`config.mk`:
```
export PLATFORM = sky130hd
export DESIGN_NAME = pwm_multi_unit
export DESIGN_NICKNAME = d
export VERILOG_FILES = /design/src/rtl/pwm_multi_unit.sv
export SDC_FILE = /design/constraint.sdc
export NUM_CORES = 1
export LEC_CHECK = 0
export BUFFER_PORTS_ARGS = -buffer_cell sky130_fd_sc_hd__buf_2
export CORE_MARGIN = 3
export CORE_UTILIZATION = 35
export CTS_CLUSTER_SIZE = 28
export DETAILED_ROUTE_END_ITERATION = 12
export PLACE_DENSITY_LB_ADDON = 0.12
export RECOVER_POWER = 50
export SYNTH_ARGS = -nofsm -noshare
export SYNTH_HDL_FRONTEND = slang
export SYNTH_SLANG_ARGS = --single-unit
```
`constraint.sdc`:
```
create_clock -name pwm_clk -period 7.1 [get_ports pwm_clk]
set_clock_uncertainty 0.05 [all_clocks]
set_input_delay 0.355 -clock pwm_clk [delete_from_list [all_inputs] [get_ports pwm_clk]]
set_output_delay 0.355 -clock pwm_clk [all_outputs]
set_load 0.1 [all_outputs]
```
`src/rtl/pwm_multi_unit.sv`:
```
// Multi-channel PWM: shared period counter, per-channel registered comparators, config writes staged until the period boundary.
// Latency: pwm_out lags pwm_count by one cycle; config writes take effect at the next load event (counter wrap to 0).
// Backpressure: none; one config write accepted every cycle, out-of-range addresses dropped. Optional macro: PWM_CENTER_ALIGN_EN.
module pwm_multi_unit #(
    parameter  int WIDTH    = 8,
    parameter  int CHANNELS = 4,
    localparam int AW       = $clog2(CHANNELS + 1)
) (
    input  logic                pwm_clk,
    input  logic                pwm_reset,
    input  logic                cfg_we,
    input  logic [AW-1:0]       cfg_addr,
    input  logic [WIDTH-1:0]    cfg_data,
    input  logic [CHANNELS-1:0] pwm_en,
    input  logic                pwm_center,
    output logic                pwm_period,
    output logic [WIDTH-1:0]    pwm_count,
    output logic [CHANNELS-1:0] pwm_out
);

    logic [WIDTH-1:0]    r_count;
    logic [WIDTH-1:0]    r_range_pend;
    logic [WIDTH-1:0]    r_range_sh;
    logic [WIDTH-1:0]    r_duty_pend [CHANNELS];
    logic [WIDTH-1:0]    r_duty_sh   [CHANNELS];
    logic [CHANNELS-1:0] r_out;
    logic                r_period;
    logic                r_restart;

    logic                w_load;
    logic [WIDTH-1:0]    w_count_nxt;

`ifdef PWM_CENTER_ALIGN_EN
    logic                r_dir;        // 0 = counting up, 1 = counting down
    logic                r_center_sh;  // mode latched for the current period
    logic                w_dir_nxt;
`else
    logic                w_center_unused;
    assign w_center_unused = pwm_center;
`endif

    // Config port: stage writes into pending registers only; shadows are loaded at the boundary.
    always_ff @(posedge pwm_clk or posedge pwm_reset) begin
        if (pwm_reset) begin
            r_range_pend <= '1;
            for (int i = 0; i < CHANNELS; i++) begin
                r_duty_pend[i] <= '0;
            end
        end else if (cfg_we) begin
            if (cfg_addr == AW'(CHANNELS)) begin
                r_range_pend <= cfg_data;
            end
            for (int i = 0; i < CHANNELS; i++) begin
                if (cfg_addr == AW'(i)) begin
                    r_duty_pend[i] <= cfg_data;
                end
            end
        end
    end

    // Next counter value and period-boundary (load event) detection.
    always_comb begin
        w_load      = 1'b0;
        w_count_nxt = r_count + WIDTH'(1);
`ifdef PWM_CENTER_ALIGN_EN
        w_dir_nxt   = r_dir;
        if (r_restart) begin
            w_load = 1'b1;
        end else if (r_center_sh && (r_range_sh != '0)) begin
            if (!r_dir) begin
                if (r_count >= r_range_sh) begin
                    // A range of 1 has no down leg: the period is just 0,1.
                    if (r_range_sh == WIDTH'(1)) begin
                        w_load = 1'b1;
                    end else begin
                        w_count_nxt = r_range_sh - WIDTH'(1);
                        w_dir_nxt   = 1'b1;
                    end
                end
            end else begin
                if (r_count <= WIDTH'(1)) begin
                    w_load = 1'b1;
                end else begin
                    w_count_nxt = r_count - WIDTH'(1);
                end
            end
        end else if (r_count >= r_range_sh) begin
            w_load = 1'b1;
        end
        if (w_load) begin
            w_count_nxt = '0;
            w_dir_nxt   = 1'b0;
        end
`else
        if (r_restart || (r_count >= r_range_sh)) begin
            w_load      = 1'b1;
            w_count_nxt = '0;
        end
`endif
    end

    // Counter, restart flag, period pulse and shadow loading on the load event.
    always_ff @(posedge pwm_clk or posedge pwm_reset) begin
        if (pwm_reset) begin
            r_count    <= '0;
            r_range_sh <= '1;
            r_period   <= 1'b0;
            r_restart  <= 1'b1;
            for (int i = 0; i < CHANNELS; i++) begin
                r_duty_sh[i] <= '0;
            end
`ifdef PWM_CENTER_ALIGN_EN
            r_dir       <= 1'b0;
            r_center_sh <= 1'b0;
`endif
        end else begin
            r_count   <= w_count_nxt;
            r_period  <= w_load;
            r_restart <= 1'b0;
`ifdef PWM_CENTER_ALIGN_EN
            r_dir     <= w_dir_nxt;
`endif
            if (w_load) begin
                r_range_sh <= r_range_pend;
                for (int i = 0; i < CHANNELS; i++) begin
                    r_duty_sh[i] <= r_duty_pend[i];
                end
`ifdef PWM_CENTER_ALIGN_EN
                r_center_sh <= pwm_center;
`endif
            end
        end
    end

    // Registered per-channel compare; enable gates the output without touching counter state.
    always_ff @(posedge pwm_clk or posedge pwm_reset) begin
        if (pwm_reset) begin
            r_out <= '0;
        end else begin
            for (int i = 0; i < CHANNELS; i++) begin
                r_out[i] <= pwm_en[i] && (r_count < r_duty_sh[i]);
            end
        end
    end

    assign pwm_period = r_period;
    assign pwm_count  = r_count;
    assign pwm_out    = r_out;

endmodule

```
### Word level (Yosys, flattened, before mapping)

Index checks and enable logic that the tools add are counted.

* bitwise operators: 0
* muxes and demuxes: 2
* reductions and logical operators: 11
* equal/unequal tests: 4
* divide/modulo/power cells: 0
* shift operators: 0
* magnitude comparators: 5
* add/sub/neg operators: 1
* multipliers: 0

Operators with widths (number)
* less-than comparator 8 bit: 4
* AND reduction 2 bit: 5
* adder 8 x 1 -> 8 bit (second input constant): 1
* >= comparator 8 bit: 1
* 2-to-1 mux 8 bit: 1
* equality test 3 x 2 -> 1 bit (second input constant): 2
* logical AND 1 bit: 4
* equality test 3 x 1 -> 1 bit (second input constant): 1
* equality test 3 bit (second input constant): 1
* logical NOT 3 bit: 1
* logical OR 1 bit: 1
* 2-to-1 mux 1 bit: 1

* bits in read-only memories: 0
* memory bits (writable): 0
* input bits: 19
* latch bits: 0
* register bits: 94
* logic and storage cells: 37
* output and inout port bits: 13
* memories kept: 0

### Depth between registers and ports, before layout

Gate-level depths: netlist of the first run.

* depth in word-level cells: 3
* mapped depth: 9
* depth with buffers taken out: 7

### Least setup slack after synthesis of the first run

Ideal clock, no wire load.

* path type: register -> register
* start: reg r_count[0], in the netlist pwm_count[0]
* end: reg r_duty_sh[17] (netlist bit)
* arrival time: 2613 ps
* setup slack: 4312 ps
* required time: 6925 ps
* cell stages (with the launch flop): 9
* period minus slack after synthesis: 2788 ps
* buffers on the path: 2
* library setup time: 125 ps
* path through: dfrtp_1 -> clkbuf_1 -> inv_1 -> ha_1 -> nor3b_1 -> o21ai_1 -> a31oi_2 -> buf_2 -> mux2_2

* word-level cells in the longest chain between the ends: 3

Ends and longest elaborated chain
* from (decl): line 21 `logic [WIDTH-1:0] r_count;`
* from (signal assigned): line 117 `r_count <= w_count_nxt;`
* >= comparator 8 bit: line 95 `if (r_restart || (r_count >= r_range_sh)) begin`
* logical OR 1 bit: line 95
* 2-to-1 mux 1 bit: line 95
* to (signal, indexed assignment): line 126 `r_duty_sh[i] <= r_duty_pend[i];`
* to (decl): line 25 `logic [WIDTH-1:0] r_duty_sh [CHANNELS];`

No other way between the ends.
A chain may end at the register's enable or synchronous reset.

### Final worst setup path of the first run

* start: reg r_count[0], in the netlist pwm_count[0]
* end: reg r_duty_sh[30] (netlist bit)

Same word-level chain as after synthesis.

==> summary.md, run 1 <==
| Metric | Value |
|---|---|
| DRT antenna net count | 0 |
| Clk_lat worst skew | roughly 0.34 ns |
| Mean Syn Cell Area | 13.02 µm² |
| Outcome | finished, violations left |
| Max cap viols | 2 |
| DRT iter0 DRCs | 98 |
| Hold/Removal Path Class | in -> reg |
| Total number of vias | approximately 2,600 |
| TritonCTS Buffers | 9 |
| DRC errors left | 0 |
| WL/cell | between 15 and 20 µm |
| Mapped cell area | 4427 µm² |
| CTS resizes | 0 |
| FMAX | 403.4 MHz |
| # port buffers | 30 |
| Number of synthesized register bits | 94 |
| Fraction of post-synthesis cell area in the top cell type by area | 0.4353 |
| WL final | 8.596 mm |
| Final hold viol count | 0 |
| Setup Crit Path Kind | reg -> reg |
| Sequential fraction of the synthesis area | 0.5362 |
| CTS H-tree lvls | 3 |
| ANT cells | 0 |
| Failing checks | capacitance limit, slew limit |
| CTS clk-pin slew, worst paths | 0.07 ns |
| Initial core utilization | 0.3625 |
| Dpl hpwl | 5.930 mm |
| CTS Hold Bufs | 1 |
| Most used DFF post-synth | dfrtp_1 |
| Initial antenna violation count | 0 |
| Post-synth ARST share | 1.000 |
| Yosys warnings | 0 |
| CP required | 7.27 ns |
| Max-slew violations | 18 |
| Most frequent cells in the layout | dfrtp_1, mux2_2, ha_1 |
| Vias in the first global route | 2,693 |
| CTS tree | done |
| Fin crit share | 0.3491 |
| Placed cells | 533 |
| Placer Congestion | between 0.7 and 0.8 |
| Core Region | 12,210 µm² |
| Actual slew at the worst max-slew pin | about 1.7 ns |
| Peak supply drop | around 0.12 mV |
| Hold path depth | 3 |
| Grt ovf | 0 |
| Die X | 118.5 µm |
| Pin count of the biggest net entering global routing | 63 |
| FP Rows | 40 |
| Area grow syn2layout | 13.48% |
| Worst Setup End Kind | flip-flop |
| Mapped Cells | 340 |
| Unrepaired setup endpoints after global routing | false |
| Die area | 14,030 µm² |
| Commonest non-fill, non-tap cell in the layout | dfrtp_1 |
| Global-route wire length before repair | 14.22 mm |
| Synth area leader | dfrtp_1 |
| Pwr dens | 309.9 nW/µm² |
| Clock Tree Buf Depth | 2 |
| Drt via density | 4.665 |
| Worst setup SP type | flip-flop |
| Die Span Y | roughly 120 µm |
| Setup TNS | 0 ns |
| Clock sinks | 94 |
| Headroom to the max-slew limit | -0.1377 |
| CP Max Fanout | 30 |
| Final Setup Violations | 0 |
| Fin crit period | 2.479 ns |
| Post-layout nets | 433 |
| Layout cells sized above 1 | 0.3403 |
| Total GRT Usage | 0.1328 |
| Leakage | 2.363 nW |
| Mapped Nets | ~400 |
| I/O pin cnt | 32 |
| Yosys cell types | 35 |
| Fin cells | 550 |
| Worst reg-to-reg path cell count | 7 |
| # Post-CTS Setup Buffers | 0 |
| Worst EP arrival | 2.65 ns |
| DRT Pass-1 Iters | 4 |
| CTS root buf | clkbuf_16 |
| EDFF count, synth | 0 |
| Synth top area cells | dfrtp_1, mux2_2, ha_1 |
final timing paths:
path / endpoint / start / slack (ns)
max: r_duty_sh[30] / pwm_count[0] / 4.62
min: pwm_out[2] / pwm_en[2] / 0.21
max reg2reg: r_duty_sh[30] / pwm_count[0] / 4.62
min reg2reg: r_duty_sh[21] / r_duty_pend[21] / 0.45
max in group asynchronous: r_duty_sh[17] / pwm_reset / 4.77
min in group asynchronous: r_duty_sh[19] / pwm_reset / 0.83
sequential cells by signal (all words and copies together), names as in the netlist:
name and count:
r_restart 1, pwm_count 8, r_range_pend 8, r_duty_pend 32
pwm_period 1, r_range_sh 8, pwm_out 4, r_duty_sh 32
Yosys cell counts, types with 2 or more instances:
library cell  instances
dfrtp_1              77
inv_1                37
a21o_1                4
clkbuf_1              2
ha_1                 37
nand2_1              14
and3_1                7
mux2_2               78
nand4b_1              4
a31oi_1               4
a21oi_1               9
o21ai_0               3
dfstp_2              17
mux2_4                2
o21ai_1               2
nor2_1                7
xor2_1                5
nand2b_1              4
buf_2                 4
nand3_1               8
worst max-delay path, cell delays in order, from the launching register on:
cell and delay (ns):
dfrtp_1 0.59, inv_1 0.08, ha_1 0.29, nor3b_1 0.18
o21ai_1 0.13, a31oi_4 0.21, buf_4 0.43, mux2_2 0.39
power by group:
part	internal [mW]	switching [mW]	leakage, nW
Sequential	0.684	0.0720	1.12
Combinational	0.168	0.189	1.12
Clock	0.247	0.197	0.126
routing by layer:
layer	wire length, µm	part of all wire	global-route usage
met3	238	0.028	0.03445
met5	0	0	0
met1	4085	0.48	0.1718
met2	4094	0.48	0.2108
met4	178	0.021	0.05720
final cells by class:
cell class | count | area, µm²
Timing Repair Buffer | 33 | 157.7
Clock inverter | 3 | 20.02
Tap cell | 168 | 210.2
Multi-Input combinational cell | 201 | 1868
Clock buffer | 13 | 250.2
Inverter | 38 | 143.9
Fill cell | 1202 | 7188
Sequential cell | 94 | 2374
stage by stage:
step	cell area, µm²	setup WS, ns	hold slack, ns	power, mW	util
6_report	5024	4.621	0.2106	1.557	0.4114
4_1_cts	5055	4.577	0.1980	1.586	0.4139
3_5_place_dp	4775	4.605	0.3357	1.133	0.3910
2_1_floorplan	4427	4.274	0.4237	1.035	-
3_3_place_gp	4775	4.591	0.3346	1.118	0.3910
5_1_grt	5024	4.423	0.1984	1.666	0.4114
cell families (layout without fill, tap and decap cells):
| group | count (synthesis) | in the layout | synth area share |
|---|---|---|---|
| DFF | 94 | 94 | 0.5362 |
| muxes | 80 | 80 | 0.2052 |
| and+or+nand+nor | 52 | 52 | 0.06473 |
| buffers and inverters | 45 | 87 | 0.04098 |
| adders and majority gates | 37 | 37 | 0.1046 |
| AOI/OAI and AO/OA | 25 | 25 | 0.03561 |
| xor gates and xnor gates | 6 | 6 | 0.01187 |
| other | 1 | 1 | 0.0008471 |
No activity file was read; power rests on OpenSTA's default activity.
==> run 2: changes to the inputs <==
Clock period 7.1 ns to 2.3 ns, I/O delays scaled along.
==> summary.md, run 2 (synthesis gave the netlist of run 1 again) <==
| Metric | Value |
|---|---|
| Drt via density | 4.715 (+1.1%) |
| Worst Setup End Kind | flip-flop |
| Die Span Y | 118.5 µm (unchanged) |
| Reg2Reg Launch Point | r_range_sh[7] |
| Largest regs | r_duty_pend (32), r_duty_sh (32) |
| Max-slew violations | 31 (+13) |
| FF/Latch Area | 2384 µm² (+0.42%) |
| CTS H-tree lvls | 3 (unchanged) |
| Area grow syn2layout | 17.69% |
| ANT cells | 0 (unchanged) |
| Total GRT Usage | 0.1341 (+0.001318) |
| Hold path depth | 3 (unchanged) |
| Unrepaired setup endpoints after global routing | false |
| Commonest non-fill, non-tap cell in the layout | mux2_2 |
| Slowest cell delay on critical path | 0.53 ns (-0.06 ns) |
| FP Rows | 40 (unchanged) |
| I/O pin cnt | 32 (unchanged) |
| Hold/Removal Path Class | in -> reg |
| Failing checks | capacitance limit, slew limit |
| CTS root buf | clkbuf_16 |
| DRC errors left | 0 (unchanged) |
| Die X | 118.5 µm (unchanged) |
| Slowest-stage cell, CP | dfstp_2 |
| Outcome | finished, violations left |
| Layout cells sized above 1 | 0.4040 (+0.06373) |
| Clk_lat worst skew | 0.34 ns (about the same) |
| Worst setup SP type | flip-flop |
| Cell Chain, Critical Path | inv_1 -> ha_4 -> a211oi_2 -> nand3_1 -> a31oi_4 -> buf_12 -> mux2_2 |
| CP Max Fanout | 30 (unchanged) |
| DRT antenna net count | 0 (unchanged) |
| Grt ovf | 0 (unchanged) |
| Core Region | 12,210 µm² (unchanged) |
| Fillcell total | 1,189 (-1.1%) |
| WL final | 8.778 mm (+2.1%) |
| CTS tree | done |
| Crit path buf inv count | 2 (unchanged) |
| Final core occ | 0.4266 (+0.01527) |
| Die area | 14,030 µm² (unchanged) |
| Clock sinks | 94 (unchanged) |
| TritonCTS Buffers | 9 (unchanged) |
| DRT iter0 DRCs | 98 (unchanged) |
| Final hold viol count | 0 (unchanged) |
| Actual slew at the worst max-slew pin | 1.508 ns (-0.1954 ns) |
| CTS clk-pin slew, worst paths | 0.06 ns (about the same) |
| Clock Tree Buf Depth | 2 (unchanged) |
| Initial core utilization | 0.3625 (unchanged) |
| Pwr dens | 930.5 nW/µm² (+200%) |
| CP required | 2.47 ns (-4.80 ns) |
| R2R Setup Slk | 0.11 ns (-4.51 ns) |
| Global-route wire length before repair | 14.44 mm (+1.6%) |
| Peak supply drop | 0.3711 mV (+220%) |
| Initial antenna violation count | 0 (unchanged) |
| WL/cell | 15.56 µm (-0.42%) |
| FMAX | 457.1 MHz (+13%) |
| Fin crit share | 0.9511 (+0.6020) |
| Tot Pwr | 4.848 mW (+210%) |
| # port buffers | 30 (unchanged) |
| Placer Congestion | 0.7002 (-2.2%) |
| Worst EP arrival | 2.36 ns (-0.29 ns) |
| Fin crit period | 2.188 ns (-0.2912 ns) |
| Vias in the first global route | 2,668 (-0.93%) |
| Final Setup Violations | 0 (unchanged) |
| RR Endpoint | r_duty_sh[9] |
| Post-layout nets | 447 (+3.2%) |
| Max cap viols | 1 (-1) |
| Total number of vias | 2,659 (+3.6%) |
| Hold worst-path end | pwm_out[2] |
| HP Start | pwm_en[2] |
| DRT Pass-1 Iters | 4 (unchanged) |
| Most frequent cells in the layout | mux2_2, dfrtp_1, inv_1, ha_1, buf_2 |
| Leakage | 2.470 nW (+4.5%) |
| Worst reg-to-reg path cell count | 7 (unchanged) |
| Headroom to the max-slew limit | -0.01054 (+0.1272) |
| Crit path max-delay family | flip-flops |
| Setup Crit Path Kind | reg -> reg |
| Dpl hpwl | 6.149 mm (+3.7%) |
| Pin count of the biggest net entering global routing | 44 (-30%) |
| Multi-input logic area | 1902 µm² (+1.8%) |
## run 2: cell count changes in the layout (fill, tap and decap cells not counted), sizes merged
cell	previous run	this run
buf	18	36
clkbuf	27	21
clkinv	1	2
clkinvlp	3	1
dlygate4sd3	1	4
## run 2: worst min-delay path: stages
cell and delay (ns):
buf_2 0.11, nand4b_1 0.08, a31oi_1 0.06
## run 2: area by class of cell
| cell class | instances | area share |
|---|---|---|
| clock inverters | 2 | 0.001921 |
| multi-input cells | 201 | 0.3650 |
| inverters | 38 | 0.02858 |
| well taps | 168 | 0.04035 |
| repair buffers | 47 | 0.05788 |
| flip-flops and latches | 94 | 0.4575 |
| clock buffers | 14 | 0.04875 |
## run 2: worst max path at each step
stage                              from            end  slack (ns)  cells after the start
after detailed placement  r_range_sh[3]  r_duty_sh[23]        0.05                      7
final                     r_range_sh[7]   r_duty_sh[9]        0.11                      7
after global routing      r_range_sh[7]  r_duty_sh[21]       0.006                      7
after floorplan            pwm_count[0]   r_duty_sh[0]       -0.07                      9
after CTS                 r_range_sh[3]  r_duty_sh[23]        0.03                      7
after global placement    r_range_sh[3]   r_duty_sh[4]        0.10                      7
## run 2: metal layers
layer | GRT usage | up-vias | part of all wire
met5 | 0 | - | 0
met4 | 0.05865 | 0 | 0.023
met3 | 0.03014 | 13 | 0.024
met2 | 0.2044 | 30 | 0.46
met1 | 0.1833 | 1336 | 0.49
li1 | - | 1280 | -
## run 2: through the flow
step | hold WS, ns | setup WS, ns | setup TNS (ns) | cells | instance area, µm²
2_1_floorplan | 0.2043 | -0.07194 | -0.5275 | 340 | 4498
5_1_grt | 0.05261 | 0.005550 | 0 | 564 | 5210
3_5_place_dp | 0.2263 | 0.04549 | 0 | 544 | 4930
6_report | 0.02474 | 0.1124 | 0 | 564 | 5210
3_3_place_gp | 0.2221 | 0.1012 | 0 | 544 | 4930
4_1_cts | 0.01263 | 0.03343 | 0 | 564 | 5234
## run 2: report_power, final
part	switching [mW]	total [mW]	internal, mW	leakage (nW)
Combinational	0.621	1.19	0.567	1.24
Sequential	0.189	2.30	2.11	1.10
Clock	0.595	1.36	0.761	0.131
## run 2: repair_timing
action                                  CTS  global route
endpoints found under the hold margin    24             0
buffers inserted                          0             0
hold buffers                              4             0
resized for setup                         0             2
endpoints found under the setup margin    0             7
==> run 3: changes to the inputs <==
Settings changed: ABC_AREA set to 1, CTS_CLUSTER_DIAMETER set to 200.
==> summary.md, run 3 <==
| Metric | Value |
|---|---|
| Outcome | completed |
| CTS resizes | 0 (unchanged) |
| Hold path depth | 3 (unchanged) |
| Clock Tree Buf Depth | 2 (unchanged) |
| Worst setup SP type | flip-flop |
| Initial antenna violation count | 0 (unchanged) |
| Total GRT Usage | 0.1518 (+0.01774) |
| CTS tree | done |
| DRT antenna net count | 0 (unchanged) |
| Layout cells sized above 1 | 0.1441 (-0.2599) |
| Synth top area cells | dfrtp_1, nand2_1, ha_1 |
| R2R Setup Slk | 0.41 ns (+0.30 ns) |
| FMAX | 528.9 MHz (+16%) |
| Fin area | 5214 µm² (about the same) |
| Number of synthesized register bits | 94 (unchanged) |
| Fin crit share | 0.8220 (-0.1291) |
| DRT iter0 DRCs | 198 (+100%) |
| Tot Pwr | 6.014 mW (+24%) |
| Count leader, synth | nand2_1 |
| Mapped Nets | 571 (+44%) |
| Clock sinks | 94 (unchanged) |
| Synth cell count leaders | nand2_1, dfrtp_1, inv_1 |
| Grt ovf | 0 (unchanged) |
| Final Setup Violations | 0 (unchanged) |
| Reg2Reg Launch Point | pwm_count[0] |
| Worst reg-to-reg path cell count | 12 (+5) |
| Worst Setup End Kind | flip-flop |
| Area after DPL | 4875 µm² (-1.1%) |
| Worst EP arrival | 2.12 ns (-0.24 ns) |
| I/O pin cnt | 32 (unchanged) |
| CTS clk-pin slew, worst paths | 0.06 ns (about the same) |
| # Post-CTS Setup Buffers | 0 (unchanged) |
| CP required | 2.53 ns (+0.06 ns) |
| Max-slew violations | 0 (-100%) |
| HP Start | cfg_data[0] |
| Setup Crit Path Kind | reg -> reg |
| DRC errors left | 0 (unchanged) |
| Clk_lat worst skew | 0.34 ns (about the same) |
| Pwr dens | 1153 nW/µm² (+24%) |
| Max cap viols | 0 (-1) |
| Mapped cell area | 4503 µm² (+1.7%) |
| Mean Syn Cell Area | 8.744 µm² (-33%) |
| RR Endpoint | r_duty_sh[26] |
| Hold worst-path end | r_range_pend[0] |
| Final hold viol count | 0 (unchanged) |
| Initial core utilization | 0.3658 (+0.003252) |
| Yosys warnings | 0 (unchanged) |
| EDFF count, synth | 0 (unchanged) |
| Peak supply drop | 0.6709 mV (+81%) |
| Most frequent cells in the layout | nand2_1, dfrtp_1, nand3_1 |
| Setup TNS | 0 ns (unchanged) |
| ANT cells | 0 (unchanged) |
| Die X | 119.4 µm (+0.81%) |
| Total number of vias | 3,312 (+25%) |
| Actual slew at the worst max-slew pin | 1.285 ns (-0.2221 ns) |
| Pin count of the biggest net entering global routing | 95 (+120%) |
| Headroom to the max-slew limit | 0.1430 (+0.1536) |
| WL final | 9.917 mm (+13%) |
| CTS root buf | clkbuf_16 |
| Vias in the first global route | 3,313 (+24%) |
| Hold/Removal Path Class | in -> reg |
| Leakage | 2.738 nW (+11%) |
| Area grow syn2layout | 15.78% |
| Placer Congestion | 0.7419 (+6.0%) |
| Global-route wire length before repair | 16.94 mm (+17%) |
| Sequential fraction of the synthesis area | 0.5271 (-0.009088) |
| FP Rows | 40 (unchanged) |
| CTS Hold Bufs | 1 (-3) |
| Yosys cell types | 23 (-34%) |
| Min Hold Slack | 0.03574 ns (+0.01100 ns) |
| Most used DFF post-synth | dfrtp_1 |
| Commonest non-fill, non-tap cell in the layout | nand2_1 |
| Die Span Y | 119.4 µm (+0.81%) |
| Post-layout nets | 606 (+36%) |
| # port buffers | 30 (unchanged) |
| DRT Pass-1 Iters | 4 (unchanged) |
| Drt via density | 4.581 (-2.8%) |
| TritonCTS Buffers | 9 (unchanged) |
| Final core occ | 0.4235 (-0.003163) |
| Largest regs | r_duty_pend (32), r_duty_sh (32) |
| Fin crit period | 1.891 ns (-0.2970 ns) |
| CTS H-tree lvls | 3 (unchanged) |
| WL/cell | 13.72 µm (-12%) |
| Unrepaired setup endpoints after global routing | false |
| Synth area leader | dfrtp_1 |
| Core Region | 12,310 µm² (+0.82%) |
| Die area | 14,260 µm² (+1.6%) |
| CP Max Fanout | 23 (-23%) |
| Fraction of post-synthesis cell area in the top cell type by area | 0.4279 (-0.007378) |
| Mapped Cells | 515 (+51%) |
| Dpl hpwl | 6.845 mm (+11%) |
| Post-synth ARST share | 1.000 (unchanged) |
## run 3: cell types whose count changed in the layout (fill, tap and decap cells not counted), moves of 5 or more
cell,previous run,this run
a21oi_1,9,14
and3_1,7,0
buf_2,24,29
clkbuf_1,11,3
dfrtp_1,69,74
dfrtp_2,8,3
inv_1,35,54
mux2_2,76,0
nand2_1,14,162
nand3_1,8,55
nor2_1,8,24
o21ai_0,3,24
o21ai_1,2,20
## run 3: cells by family (layout without fill, tap and decap cells)
family,count (synthesis),in the layout,share of synthesized area
other,1,1,0.0008328
AO/OA/AOI/OAI,58,58,0.06446
flip-flops,94,94,0.5271
XOR/XNOR,5,5,0.009727
AND/OR/NAND/NOR,245,245,0.2245
buffers and inverters,75,115,0.07058
adder cells (fa/ha/maj),37,37,0.1028
## run 3: power by group
group	switching, mW	total [mW]	internal (mW)
clock	0.596	1.72	1.12
sequential	0.242	2.40	2.16
combinational	1.31	1.90	0.590
total	2.14	6.01	3.87
## run 3: metrics by stage
| stage | worst slack [ns] | std cells |
|---|---|---|
| after detailed placement | 0.4181 | 706 |
| after global placement | 0.4291 | 706 |
| final | 0.4095 | 723 |
| after global routing | 0.2366 | 723 |
| after floorplan | 0.01607 | 515 |
| after CTS | 0.4036 | 723 |
## run 3: final cells by class
type                            count  area, µm²
Timing Repair Buffer               42      254.0
Clock buffer                       13      260.3
Sequential cell                    94       2377
Tap cell                          168      210.2
Fill cell                        1277       7098
Inverter                           57      217.7
Multi-Input combinational cell    346       1804
Clock inverter                      3      90.09
## run 3: worst max path at each step
stage / start / endpoint / slack (ns)
floorplan: pwm_count[7] / r_duty_sh[10] / 0.02
global placement: pwm_count[0] / r_duty_sh[9] / 0.43
detailed placement: pwm_count[0] / r_duty_sh[26] / 0.42
CTS: pwm_count[0] / r_range_sh[4] / 0.40
global route: pwm_count[0] / r_duty_sh[3] / 0.24
finish: pwm_count[0] / r_duty_sh[26] / 0.41
## run 3: worst max-delay path, cell delays in order, from the launching register on
cell	delay, ns
dfrtp_2	0.46
inv_1	0.17
ha_1	0.26
inv_1	0.05
nand2_1	0.04
nand2_1	0.05
nand2_1	0.06
nand2_1	0.05
nand2_1	0.07
nand2_2	0.09
buf_4	0.27
nand3_1	0.12
nand2_1	0.08
## run 3: per-layer routing
layer,track usage,share of wire,vias up
met5,0,0,-
met4,0.04724,0.0078,0
met3,0.03941,0.029,4
met2,0.2427,0.47,40
met1,0.2023,0.49,1552
li1,-,-,1716
